### src/rtl/pipeline_hazard_ctrl_if.sv
// Hazard inputs from the pipeline stages and the stall/flush controls returned to them.
// master = pipeline side (drives hazard info), slave = the hazard controller.
interface pipeline_hazard_ctrl_if #(
    parameter int CNT_WIDTH = 16
);
    logic [2:0]           id_alu_rn;
    logic [2:0]           id_alu_rm;
    logic [2:0]           id_mem_rn;
    logic [2:0]           id_mem_rd;
    logic [3:0]           id_src_valid;
    logic                 p2_memRead;
    logic [2:0]           p2_mem_rd;
    logic                 ex_redirect;
    logic                 mem_req;
    logic                 mem_ready;

    logic                 pc_write;
    logic                 if_id_write;
    logic                 id_ex_write;
    logic                 ex_mem_write;
    logic                 mem_wb_write;
    logic                 IF_flush;
    logic                 ID_flush;
    logic                 EX_flush;
    logic                 p2_pipeline_stall;
    logic [1:0]           ctrl_state;
    logic [CNT_WIDTH-1:0] stall_count;
    logic [CNT_WIDTH-1:0] flush_count;
    logic                 mem_timeout;

    modport master (
        output id_alu_rn, id_alu_rm, id_mem_rn, id_mem_rd, id_src_valid,
        output p2_memRead, p2_mem_rd, ex_redirect, mem_req, mem_ready,
        input  pc_write, if_id_write, id_ex_write, ex_mem_write, mem_wb_write,
        input  IF_flush, ID_flush, EX_flush, p2_pipeline_stall,
        input  ctrl_state, stall_count, flush_count, mem_timeout
    );

    modport slave (
        input  id_alu_rn, id_alu_rm, id_mem_rn, id_mem_rd, id_src_valid,
        input  p2_memRead, p2_mem_rd, ex_redirect, mem_req, mem_ready,
        output pc_write, if_id_write, id_ex_write, ex_mem_write, mem_wb_write,
        output IF_flush, ID_flush, EX_flush, p2_pipeline_stall,
        output ctrl_state, stall_count, flush_count, mem_timeout
    );
endinterface

### src/rtl/pipeline_hazard_ctrl.sv
// Central stall/flush controller for the IF/ID, ID/EX, EX/MEM, MEM/WB registers; controls are zero-latency
// combinational from hazards + state, a pending memory access freezes the whole pipe until mem_ready.
module pipeline_hazard_ctrl #(
    parameter int INIT_FLUSH_CYCLES = 4,
    parameter int FREEZE_TIMEOUT    = 255,
    parameter int CNT_WIDTH         = 16
) (
    input  logic                  clk,
    input  logic                  reset,
    pipeline_hazard_ctrl_if.slave hz
);
    localparam int INIT_LOAD = (INIT_FLUSH_CYCLES < 1) ? 1 : INIT_FLUSH_CYCLES;
    localparam int INIT_W    = $clog2(INIT_LOAD + 1);
    localparam int FRZ_LIM   = (FREEZE_TIMEOUT < 1) ? 1 : FREEZE_TIMEOUT;
    localparam int FRZ_W     = $clog2(FRZ_LIM + 1);

    typedef enum logic [1:0] {
        ST_INIT   = 2'd0,
        ST_RUN    = 2'd1,
        ST_FREEZE = 2'd2
    } state_e;

    typedef enum logic [1:0] {
        M_INIT,
        M_FREEZE,
        M_RESOLVE
    } mode_e;

    state_e               state_q, state_d;
    logic [INIT_W-1:0]    init_cnt_q, init_cnt_d;
    logic [FRZ_W-1:0]     freeze_cnt_q, freeze_cnt_d;
    logic [CNT_WIDTH-1:0] stall_count_q, stall_count_d;
    logic [CNT_WIDTH-1:0] flush_count_q, flush_count_d;
    logic                 mem_timeout_q, mem_timeout_d;
    mode_e                mode;

    logic load_use;
    logic res_pc_write, res_if_id_write, res_if_flush, res_id_flush, res_bubble;
    logic res_stall_inc, res_flush_inc;

    logic pc_write, if_id_write, id_ex_write, ex_mem_write, mem_wb_write;
    logic if_flush, id_flush, ex_flush, bubble;
    logic stall_inc, flush_inc;

    // Every enabled source is compared, r0 included.
    assign load_use = hz.p2_memRead &&
                      ((hz.id_src_valid[0] && (hz.id_alu_rn == hz.p2_mem_rd)) ||
                       (hz.id_src_valid[1] && (hz.id_alu_rm == hz.p2_mem_rd)) ||
                       (hz.id_src_valid[2] && (hz.id_mem_rn == hz.p2_mem_rd)) ||
                       (hz.id_src_valid[3] && (hz.id_mem_rd == hz.p2_mem_rd)));

    // Redirect beats load-use: the stalled ID bundle is squashed anyway.
    always_comb begin
        res_pc_write    = 1'b1;
        res_if_id_write = 1'b1;
        res_if_flush    = 1'b0;
        res_id_flush    = 1'b0;
        res_bubble      = 1'b0;
        res_stall_inc   = 1'b0;
        res_flush_inc   = 1'b0;
        if (hz.ex_redirect) begin
            res_if_flush  = 1'b1;
            res_id_flush  = 1'b1;
            res_flush_inc = 1'b1;
        end else if (load_use) begin
            res_pc_write    = 1'b0;
            res_if_id_write = 1'b0;
            res_bubble      = 1'b1;
            res_stall_inc   = 1'b1;
        end
    end

    always_comb begin
        state_d       = state_q;
        init_cnt_d    = init_cnt_q;
        freeze_cnt_d  = freeze_cnt_q;
        mem_timeout_d = mem_timeout_q;
        mode          = M_INIT;
        case (state_q)
            ST_INIT: begin
                mode       = M_INIT;
                init_cnt_d = init_cnt_q - 1'b1;
                if (init_cnt_q <= INIT_W'(1)) begin
                    state_d    = ST_RUN;
                    init_cnt_d = INIT_W'(INIT_LOAD);
                end
            end
            ST_RUN: begin
                if (hz.mem_req && !hz.mem_ready) begin
                    mode         = M_FREEZE;
                    state_d      = ST_FREEZE;
                    freeze_cnt_d = '0;
                end else begin
                    mode = M_RESOLVE;
                end
            end
            ST_FREEZE: begin
                if (!hz.mem_ready) begin
                    mode = M_FREEZE;
                    if (freeze_cnt_q != FRZ_W'(FRZ_LIM)) begin
                        freeze_cnt_d = freeze_cnt_q + 1'b1;
                    end
                    if (freeze_cnt_d == FRZ_W'(FRZ_LIM)) begin
                        mem_timeout_d = 1'b1;
                    end
                end else begin
                    mode         = M_RESOLVE;
                    state_d      = ST_RUN;
                    freeze_cnt_d = '0;
                end
            end
            default: begin
                mode       = M_INIT;
                state_d    = ST_INIT;
                init_cnt_d = INIT_W'(INIT_LOAD);
            end
        endcase
    end

    always_comb begin
        pc_write     = 1'b0;
        if_id_write  = 1'b1;
        id_ex_write  = 1'b1;
        ex_mem_write = 1'b1;
        mem_wb_write = 1'b1;
        if_flush     = 1'b1;
        id_flush     = 1'b1;
        ex_flush     = 1'b1;
        bubble       = 1'b0;
        stall_inc    = 1'b0;
        flush_inc    = 1'b0;
        case (mode)
            M_FREEZE: begin
                if_id_write  = 1'b0;
                id_ex_write  = 1'b0;
                ex_mem_write = 1'b0;
                mem_wb_write = 1'b0;
                if_flush     = 1'b0;
                id_flush     = 1'b0;
                ex_flush     = 1'b0;
                stall_inc    = 1'b1;
            end
            M_RESOLVE: begin
                pc_write    = res_pc_write;
                if_id_write = res_if_id_write;
                if_flush    = res_if_flush;
                id_flush    = res_id_flush;
                ex_flush    = 1'b0;
                bubble      = res_bubble;
                stall_inc   = res_stall_inc;
                flush_inc   = res_flush_inc;
            end
            default: begin
                pc_write = 1'b0;
            end
        endcase
    end

    // Performance counters stick at all-ones instead of wrapping.
    always_comb begin
        stall_count_d = stall_count_q;
        flush_count_d = flush_count_q;
        if (stall_inc && (stall_count_q != {CNT_WIDTH{1'b1}})) begin
            stall_count_d = stall_count_q + 1'b1;
        end
        if (flush_inc && (flush_count_q != {CNT_WIDTH{1'b1}})) begin
            flush_count_d = flush_count_q + 1'b1;
        end
    end

    always_ff @(posedge clk or posedge reset) begin
        if (reset) begin
            state_q       <= ST_INIT;
            init_cnt_q    <= INIT_W'(INIT_LOAD);
            freeze_cnt_q  <= '0;
            stall_count_q <= '0;
            flush_count_q <= '0;
            mem_timeout_q <= 1'b0;
        end else begin
            state_q       <= state_d;
            init_cnt_q    <= init_cnt_d;
            freeze_cnt_q  <= freeze_cnt_d;
            stall_count_q <= stall_count_d;
            flush_count_q <= flush_count_d;
            mem_timeout_q <= mem_timeout_d;
        end
    end

    assign hz.pc_write          = pc_write;
    assign hz.if_id_write       = if_id_write;
    assign hz.id_ex_write       = id_ex_write;
    assign hz.ex_mem_write      = ex_mem_write;
    assign hz.mem_wb_write      = mem_wb_write;
    assign hz.IF_flush          = if_flush;
    assign hz.ID_flush          = id_flush;
    assign hz.EX_flush          = ex_flush;
    assign hz.p2_pipeline_stall = bubble;
    assign hz.ctrl_state        = state_q;
    assign hz.stall_count       = stall_count_q;
    assign hz.flush_count       = flush_count_q;
    assign hz.mem_timeout       = mem_timeout_q;
endmodule

### src/flat_wrapper.sv
// flat-port wrapper written by rule: the top's interface ports become plain ports
module pipeline_hazard_ctrl_flat 
#(
    parameter int INIT_FLUSH_CYCLES = 4,
    parameter int FREEZE_TIMEOUT    = 255,
    parameter int CNT_WIDTH         = 16
)
  (clk, reset, hz_id_alu_rn, hz_id_alu_rm, hz_id_mem_rn, hz_id_mem_rd, hz_id_src_valid, hz_p2_memRead, hz_p2_mem_rd, hz_ex_redirect, hz_mem_req, hz_mem_ready, hz_pc_write, hz_if_id_write, hz_id_ex_write, hz_ex_mem_write, hz_mem_wb_write, hz_IF_flush, hz_ID_flush, hz_EX_flush, hz_p2_pipeline_stall, hz_ctrl_state, hz_stall_count, hz_flush_count, hz_mem_timeout);
  pipeline_hazard_ctrl_if #(.CNT_WIDTH(CNT_WIDTH)) hz_i ();
  input  logic clk;
  input  logic reset;
  input wire logic [$bits(hz_i.id_alu_rn)-1:0] hz_id_alu_rn;
  input wire logic [$bits(hz_i.id_alu_rm)-1:0] hz_id_alu_rm;
  input wire logic [$bits(hz_i.id_mem_rn)-1:0] hz_id_mem_rn;
  input wire logic [$bits(hz_i.id_mem_rd)-1:0] hz_id_mem_rd;
  input wire logic [$bits(hz_i.id_src_valid)-1:0] hz_id_src_valid;
  input wire logic [$bits(hz_i.p2_memRead)-1:0] hz_p2_memRead;
  input wire logic [$bits(hz_i.p2_mem_rd)-1:0] hz_p2_mem_rd;
  input wire logic [$bits(hz_i.ex_redirect)-1:0] hz_ex_redirect;
  input wire logic [$bits(hz_i.mem_req)-1:0] hz_mem_req;
  input wire logic [$bits(hz_i.mem_ready)-1:0] hz_mem_ready;
  output wire logic [$bits(hz_i.pc_write)-1:0] hz_pc_write;
  output wire logic [$bits(hz_i.if_id_write)-1:0] hz_if_id_write;
  output wire logic [$bits(hz_i.id_ex_write)-1:0] hz_id_ex_write;
  output wire logic [$bits(hz_i.ex_mem_write)-1:0] hz_ex_mem_write;
  output wire logic [$bits(hz_i.mem_wb_write)-1:0] hz_mem_wb_write;
  output wire logic [$bits(hz_i.IF_flush)-1:0] hz_IF_flush;
  output wire logic [$bits(hz_i.ID_flush)-1:0] hz_ID_flush;
  output wire logic [$bits(hz_i.EX_flush)-1:0] hz_EX_flush;
  output wire logic [$bits(hz_i.p2_pipeline_stall)-1:0] hz_p2_pipeline_stall;
  output wire logic [$bits(hz_i.ctrl_state)-1:0] hz_ctrl_state;
  output wire logic [$bits(hz_i.stall_count)-1:0] hz_stall_count;
  output wire logic [$bits(hz_i.flush_count)-1:0] hz_flush_count;
  output wire logic [$bits(hz_i.mem_timeout)-1:0] hz_mem_timeout;
  assign hz_i.id_alu_rn = hz_id_alu_rn;
  assign hz_i.id_alu_rm = hz_id_alu_rm;
  assign hz_i.id_mem_rn = hz_id_mem_rn;
  assign hz_i.id_mem_rd = hz_id_mem_rd;
  assign hz_i.id_src_valid = hz_id_src_valid;
  assign hz_i.p2_memRead = hz_p2_memRead;
  assign hz_i.p2_mem_rd = hz_p2_mem_rd;
  assign hz_i.ex_redirect = hz_ex_redirect;
  assign hz_i.mem_req = hz_mem_req;
  assign hz_i.mem_ready = hz_mem_ready;
  assign hz_pc_write = hz_i.pc_write;
  assign hz_if_id_write = hz_i.if_id_write;
  assign hz_id_ex_write = hz_i.id_ex_write;
  assign hz_ex_mem_write = hz_i.ex_mem_write;
  assign hz_mem_wb_write = hz_i.mem_wb_write;
  assign hz_IF_flush = hz_i.IF_flush;
  assign hz_ID_flush = hz_i.ID_flush;
  assign hz_EX_flush = hz_i.EX_flush;
  assign hz_p2_pipeline_stall = hz_i.p2_pipeline_stall;
  assign hz_ctrl_state = hz_i.ctrl_state;
  assign hz_stall_count = hz_i.stall_count;
  assign hz_flush_count = hz_i.flush_count;
  assign hz_mem_timeout = hz_i.mem_timeout;
  pipeline_hazard_ctrl #(.INIT_FLUSH_CYCLES(INIT_FLUSH_CYCLES), .FREEZE_TIMEOUT(FREEZE_TIMEOUT), .CNT_WIDTH(CNT_WIDTH)) u_core (.clk(clk), .reset(reset), .hz(hz_i));
endmodule
### config.mk
export PLATFORM = sky130hd
export DESIGN_NAME = pipeline_hazard_ctrl_flat
export DESIGN_NICKNAME = d
export VERILOG_FILES = /design/src/rtl/pipeline_hazard_ctrl_if.sv /design/src/rtl/pipeline_hazard_ctrl.sv /design/src/flat_wrapper.sv
export SDC_FILE = /design/constraint.sdc
export NUM_CORES = 1
export LEC_CHECK = 0
export CORE_AREA = 2 2 108 110
export CTS_CLUSTER_SIZE = 25
export DETAILED_ROUTE_END_ITERATION = 8
export DIE_AREA = 0 0 110 112
export PLACE_DENSITY = 0.53
export SLEW_MARGIN = 5
export SYNTH_ARGS = -nofsm -noshare
export SYNTH_HDL_FRONTEND = slang
export SYNTH_SLANG_ARGS = --single-unit
### constraint.sdc
create_clock -name clk -period 6.3 [get_ports clk]
set_input_delay 0.945 -clock clk [delete_from_list [all_inputs] [get_ports clk]]
set_output_delay 0.945 -clock clk [all_outputs]
set_load 0.005 [all_outputs]
; After elaboration in Yosys (flattened, before gate mapping)
; Index checks and enable logic that the tools add are counted.
[word_totals]
reg_bits = 46
latch_bits = 0
mem_bits_rw = 0
romBits = 0
in_bits = 25
out_inout_bits = 44
wordCells = 74
n_memories = 0
[op_classes]
n_addsub = 4
multipliers = 0
div_mod_pow = 0
magnitude_cmp = 1
eq_ne = 15
shift = 0
n_mux = 28
n_bitwise = 1
reduce_logical = 19
[op_table]
columns = op, count
row1 = $mux 8, 5
row2 = $add 16x1->16 const B, 2
row3 = $ne 16x16->1 const B, 2
row4 = $pmux 8 s2, 1
row5 = $eq 3x3->1, 4
row6 = $mux 1, 10
row7 = $mux 2, 5
row8 = $add 8x1->8 const B, 1
row9 = $eq 8x8->1 const B, 1
row10 = $logic_and 1x1->1, 8
row11 = $ne 8x8->1 const B, 1
row12 = $pmux 1 s2, 3
row13 = $pmux 2 s3, 1
row14 = $pmux 3 s2, 1
row15 = $reduce_and 3->1, 2
row16 = $eq 2x1->1 const B, 2
row17 = $eq 2x2->1 const B, 2
row18 = $ne 2x1->1 const B, 2
row19 = $pmux 2 s2, 1
row20 = $reduce_or 2->1, 2
row21 = $le 3x1->1 const B, 1
row22 = $logic_or 1x1->1, 3
row23 = $mux 3, 1
row24 = $sub 3x1->3 const B, 1
row25 = 6 further kinds, 6

; Longest topological paths before layout
[logic_depth]
depth_word = 10
depth_mapped = 12
depth_no_buf = 12

; Worst setup path after synthesis
; OpenSTA, ideal clock, no wires.
[synth_timing]
path_kind = in2out
startpoint = in hz_mem_req
endpoint = out hz_IF_flush
arrival_ns = 2.097
required_time_ns = 5.355
path_slack_ns = 3.258
stages = 8
n_path_buf = 1
path_cell_list = inv_1 -> o21ai_0 -> nand2_1 -> nand2_1 -> inv_1 -> ha_1 -> o21ai_0 -> buf_4
[synth_via]
elab_chain_cells = 5
elab_cells_between_ends = 6
cone_classes = 2 x eq/ne / 3 x mux / 1 x reduce/logical
[synth_rtl]
columns = item, line_no
row1 = start: declaration, flat_wrapper.sv:20  ; input wire logic [$bits(hz_i.mem_req)-1:0] hz_mem_req;
row2 = $logic_and 1x1->1 (*), pipeline_hazard_ctrl.sv:89  ; if (hz.mem_req && !hz.mem_ready) begin
row3 = $mux 2 (*), pipeline_hazard_ctrl.sv:89
row4 = $pmux 2 s2 (*), pipeline_hazard_ctrl.sv:79  ; case (state_q)
row5 = $eq 2x2->1 or $eq 2x1->1 (tied branches), n/a
row6 = $pmux 1 s2 (*), n/a
row7 = end: declaration, flat_wrapper.sv:27  ; output wire logic [$bits(hz_i.IF_flush)-1:0] hz_IF_flush;
; Every way passes the cells marked *; elsewhere a longest branch is shown, timed or not.

; Final worst setup path
[layout_timing]
startpoint = in hz_mem_req
endpoint = out hz_ID_flush
[layout_via]
elab_chain_cells = 5
elab_cells_between_ends = 6
cone_classes = 2 x eq/ne / 3 x mux / 1 x reduce/logical
[layout_rtl]
columns = item, line_no
row1 = $logic_and 1x1->1 (*), pipeline_hazard_ctrl.sv:89
row2 = $mux 2 (*), pipeline_hazard_ctrl.sv:89
row3 = $pmux 2 s2 (*), pipeline_hazard_ctrl.sv:79
row4 = $eq 2x2->1 or $eq 2x1->1 (tied branches), pipeline_hazard_ctrl.sv:132  ; case (mode)
row5 = $pmux 1 s2 (*), pipeline_hazard_ctrl.sv:132
row6 = end: declaration, flat_wrapper.sv:28  ; output wire logic [$bits(hz_i.ID_flush)-1:0] hz_ID_flush;
; Marked as above.

==> flow_metrics.py <==
metrics = {
    "status": {
        "status": "finished clean",
    },
    "grt": {
        "antenna_found_initial": 0,
        "overflow": 0,
        "grt_pass1_vias": 2187,
        "grt_max_degree": 47,
        "grt_first_pass_wirelength_microns": 10600,
        "grt_usage_pct": 10.7,
    },
    "power_and_ir_drop": {
        "max-vdd-ir-drop_v": 0.000124,
        "cellLeakagePower_uw": 0.00156,
        "power.density_nw_per_um2": 291,
    },
    "worst_hold_path": {
        "worstHoldPathType": "reg2reg",
        "hold_path_depth": 2,
        "worst_hold_path.endpoint": "u_core.init_cnt_q[1]$_DFFE_PP0N_",
        "holdCritStartpoint": "u_core.init_cnt_q[1]$_DFFE_PP0N_",
    },
    "clock_tree": {
        "h-tree-depth": 2,
        "postCtsSetupBuffers": 0,
        "cts_buffers": 5,
        "clk_pin_slew_ns": 0.06,
        "clkSinkCount": 46,
        "clock_latency_ns": 0.29,
        "tritoncts": "yes",
        "cts_hold_buf": 0,
        "post_cts_resized": 0,
        "cts_buffer_depth": 2,
        "root_buffer": "clkbuf_16",
    },
    "floorplanning": {
        "core_sq_um": 11200,
        "dieHeight_microns": 112,
        "io_pins": 69,
        "initial_utilization_pct": 24.3,
        "die_w_microns": 110,
        "num_rows": 39,
        "die-area_sq_um": 12300,
    },
    "sta": {
        "setup_viol": 0,
        "whs_ns": 0.480,
        "fin_crit_sh_pct": 67.1,
        "max_freq_mhz": 237,
        "final_max_slew_viol_count": 0,
        "skew_ns": 0.00397,
        "hold_viol": 0,
        "slew_headroom_pct": 32.4,
        "rsz0062_at_grt": "no",
        "period_minus_slack_ns": 4.22,
        "fin_setup_tns_ns": 0,
        "tightest_slew_ns": 1.01,
    },
    "logic_synthesis": {
        "synth_ff_type": "dfrtp_1",
        "synth_seq_area_share_pct": 42.4,
        "syn_area_sq_um": 2720,
        "synthTopCellsByCount": "45 x dfrtp_1, 34 x nand2_1, 25 x xnor2_1",
        "synth_top_area_share_pct": 41.5,
        "synth_most_common_cell": "dfrtp_1",
        "ys_warn_count": 0,
        "syn_inst": 289,
        "ys_seq_elements": 46,
        "synth.distinct_cells": 45,
        "mappedNetlistNets": 324,
        "synth_area_leader_cell": "dfrtp_1",
        "async_flop_share_pct": 100,
        "netlist_top_cells_area": "dfrtp_1 41%, xnor2_1 8.1%, xor2_1 5.5%, nand2_1 4.7%, ha_1 4.6%",
        "avgSynthCellArea_sq_um": 9.39,
        "synth_edf_count": 0,
    },
    "setup_path": {
        "crit_family": "buffers and inverters",
        "reg2reg_depth": 8,
        "r2r_start": "u_core.hz.ctrl_state[1]$_DFFE_PP0P_",
        "crit_chain": "clkdlybuf4s50_1, inv_1, o21ai_0, nand2_1, nand2_1, inv_1, ha_1, o21ai_0, clkdlybuf4s50_1",
        "cp_num_cells": 9,
        "rrSetupSlack_ns": 3.33,
        "crit_buf_inv": 4,
        "startpoint_type": "input port",
        "critPathArrivalTime_ns": 3.28,
        "crit_type": "in2out",
        "slowest_stage": "clkdlybuf4s50_1",
        "cp.required_ns": 5.35,
        "cp_max_fo": 6,
        "rr_endpoint": "u_core.hz.stall_count[5]$_DFFE_PP0P_",
        "crit_path_max_incr_delay_ns": 0.58,
        "end_kind": "output pin",
    },
    "routing": {
        "num_vias": 2246,
        "drt_iter0_markers": 83,
        "route.met2.wl_microns": 2910,
        "first_pass_iters": 4,
        "drc": 0,
        "post_drt_wl_per_cell_microns": 12.8,
        "wl_met1_microns": 2980,
        "drt-total-wl_microns": 6340,
        "routed_via_density": 4.55,
        "ant_nets": 0,
        "top_layer": "met4",
        "wl_met3_microns": 336,
    },
    "final_layout": {
        "nets": 385,
        "layout-drive-gt1-share_pct": 4.84,
        "fillers": 1149,
        "area_growth_pct": 34.4,
        "antenna_cells": 0,
        "ff_latch_area_sq_um": 1150,
        "fin_cells": 494,
        "multi_input_area_sq_um": 1420,
    },
    "run": {
        "maxCapViolCount": 0,
    },
    "placed_design": {
        "port_buffers": 68,
        "place_congestion": 0.792,
        "dp_cells": 486,
        "place_hpwl_microns": 4690,
    },
}
[through the flow]
step / setup slack [ns] / cell area, sq um / util, % / total power, uW
floorplan: 3.26 / 2720 / - / 605
global placement: 2.10 / 3480 / 31.2 / 770
detailed placement: 2.08 / 3480 / 31.2 / 771
CTS: 2.05 / 3650 / 32.7 / 1080
global route: 1.79 / 3650 / 32.7 / 1140
finish: 2.08 / 3650 / 32.7 / 1060
[state kept, by name, indices dropped and copies added (netlist names)]
register and flops:
u_core.hz.stall_count 16, u_core.hz.mem_timeout 1, u_core.freeze_cnt_q 8, u_core.init_cnt_q 3, u_core.hz.ctrl_state 2, u_core.hz.flush_count 16
[how the worst max path moves through the flow]
stage	to	slack, ns	from
global route	hz_ID_flush	1.79	hz_mem_ready
floorplan	hz_IF_flush	3.26	hz_mem_req
finish	hz_ID_flush	2.08	hz_mem_req
global placement	hz_ID_flush	2.10	hz_mem_req
CTS	hz_ID_flush	2.05	hz_mem_req
detailed placement	hz_ID_flush	2.08	hz_mem_ready
[layer usage]
metal / track usage [%] / vias up
met4: 4.30 / 0
met5: 0 / -
met3: 3.04 / 7
met1: 13.8 / 1049
met2: 16.9 / 49
li1: - / 1141
[cells in the final DEF (no fill, tap or decap), types with 11 or more instances in the layout]
cell type	synthesis	routed
clkdlybuf4s50_1	0	68
dfrtp_1	45	45
nand2_1	34	34
xnor2_1	25	25
nand3_1	17	17
xor2_1	17	17
a21oi_1	15	15
o21ai_0	14	14
nand4_1	13	13
inv_1	14	13
nor2_1	11	11
[power breakdown]
part | leakage (uW) | internal [uW] | total (uW) | switching, uW
Sequential | 0.000627 | 334 | 373 | 39.4
Clock | 0.0000836 | 186 | 300 | 114
Combinational | 0.000849 | 197 | 389 | 192
[kinds of logic after synthesis]
family,after synthesis,share of synthesized area [%]
DFF,46,42.4
xor gates and xnor gates,42,13.5
buffers and inverters,28,5.25
adders and majority gates,11,4.98
muxes,2,0.829
AOI/OAI and AO/OA,57,13.7
and+or+nand+nor,103,19.3
[layout make-up]
type / instances / area share (%)
Clock buffer: 5 / 3.43
Multi-Input combinational cell: 215 / 38.9
Clock inverter: 3 / 1.10
Inverter: 14 / 1.44
Tap cell: 143 / 4.90
Timing Repair Buffer: 68 / 18.6
Sequential cell: 46 / 31.6
[worst register-to-register path, delay by kind of cell, from the launching register on]
kind                       cells  cell delay, ns
AOI/OAI and AO/OA              2            0.66
xor gates and xnor gates       1            0.19
adders and majority gates      2            0.80
buffers and inverters          1            0.08
DFF                            1            0.39
and+or+nand+nor                2            0.77
No activity file was read; power rests on OpenSTA's default activity.
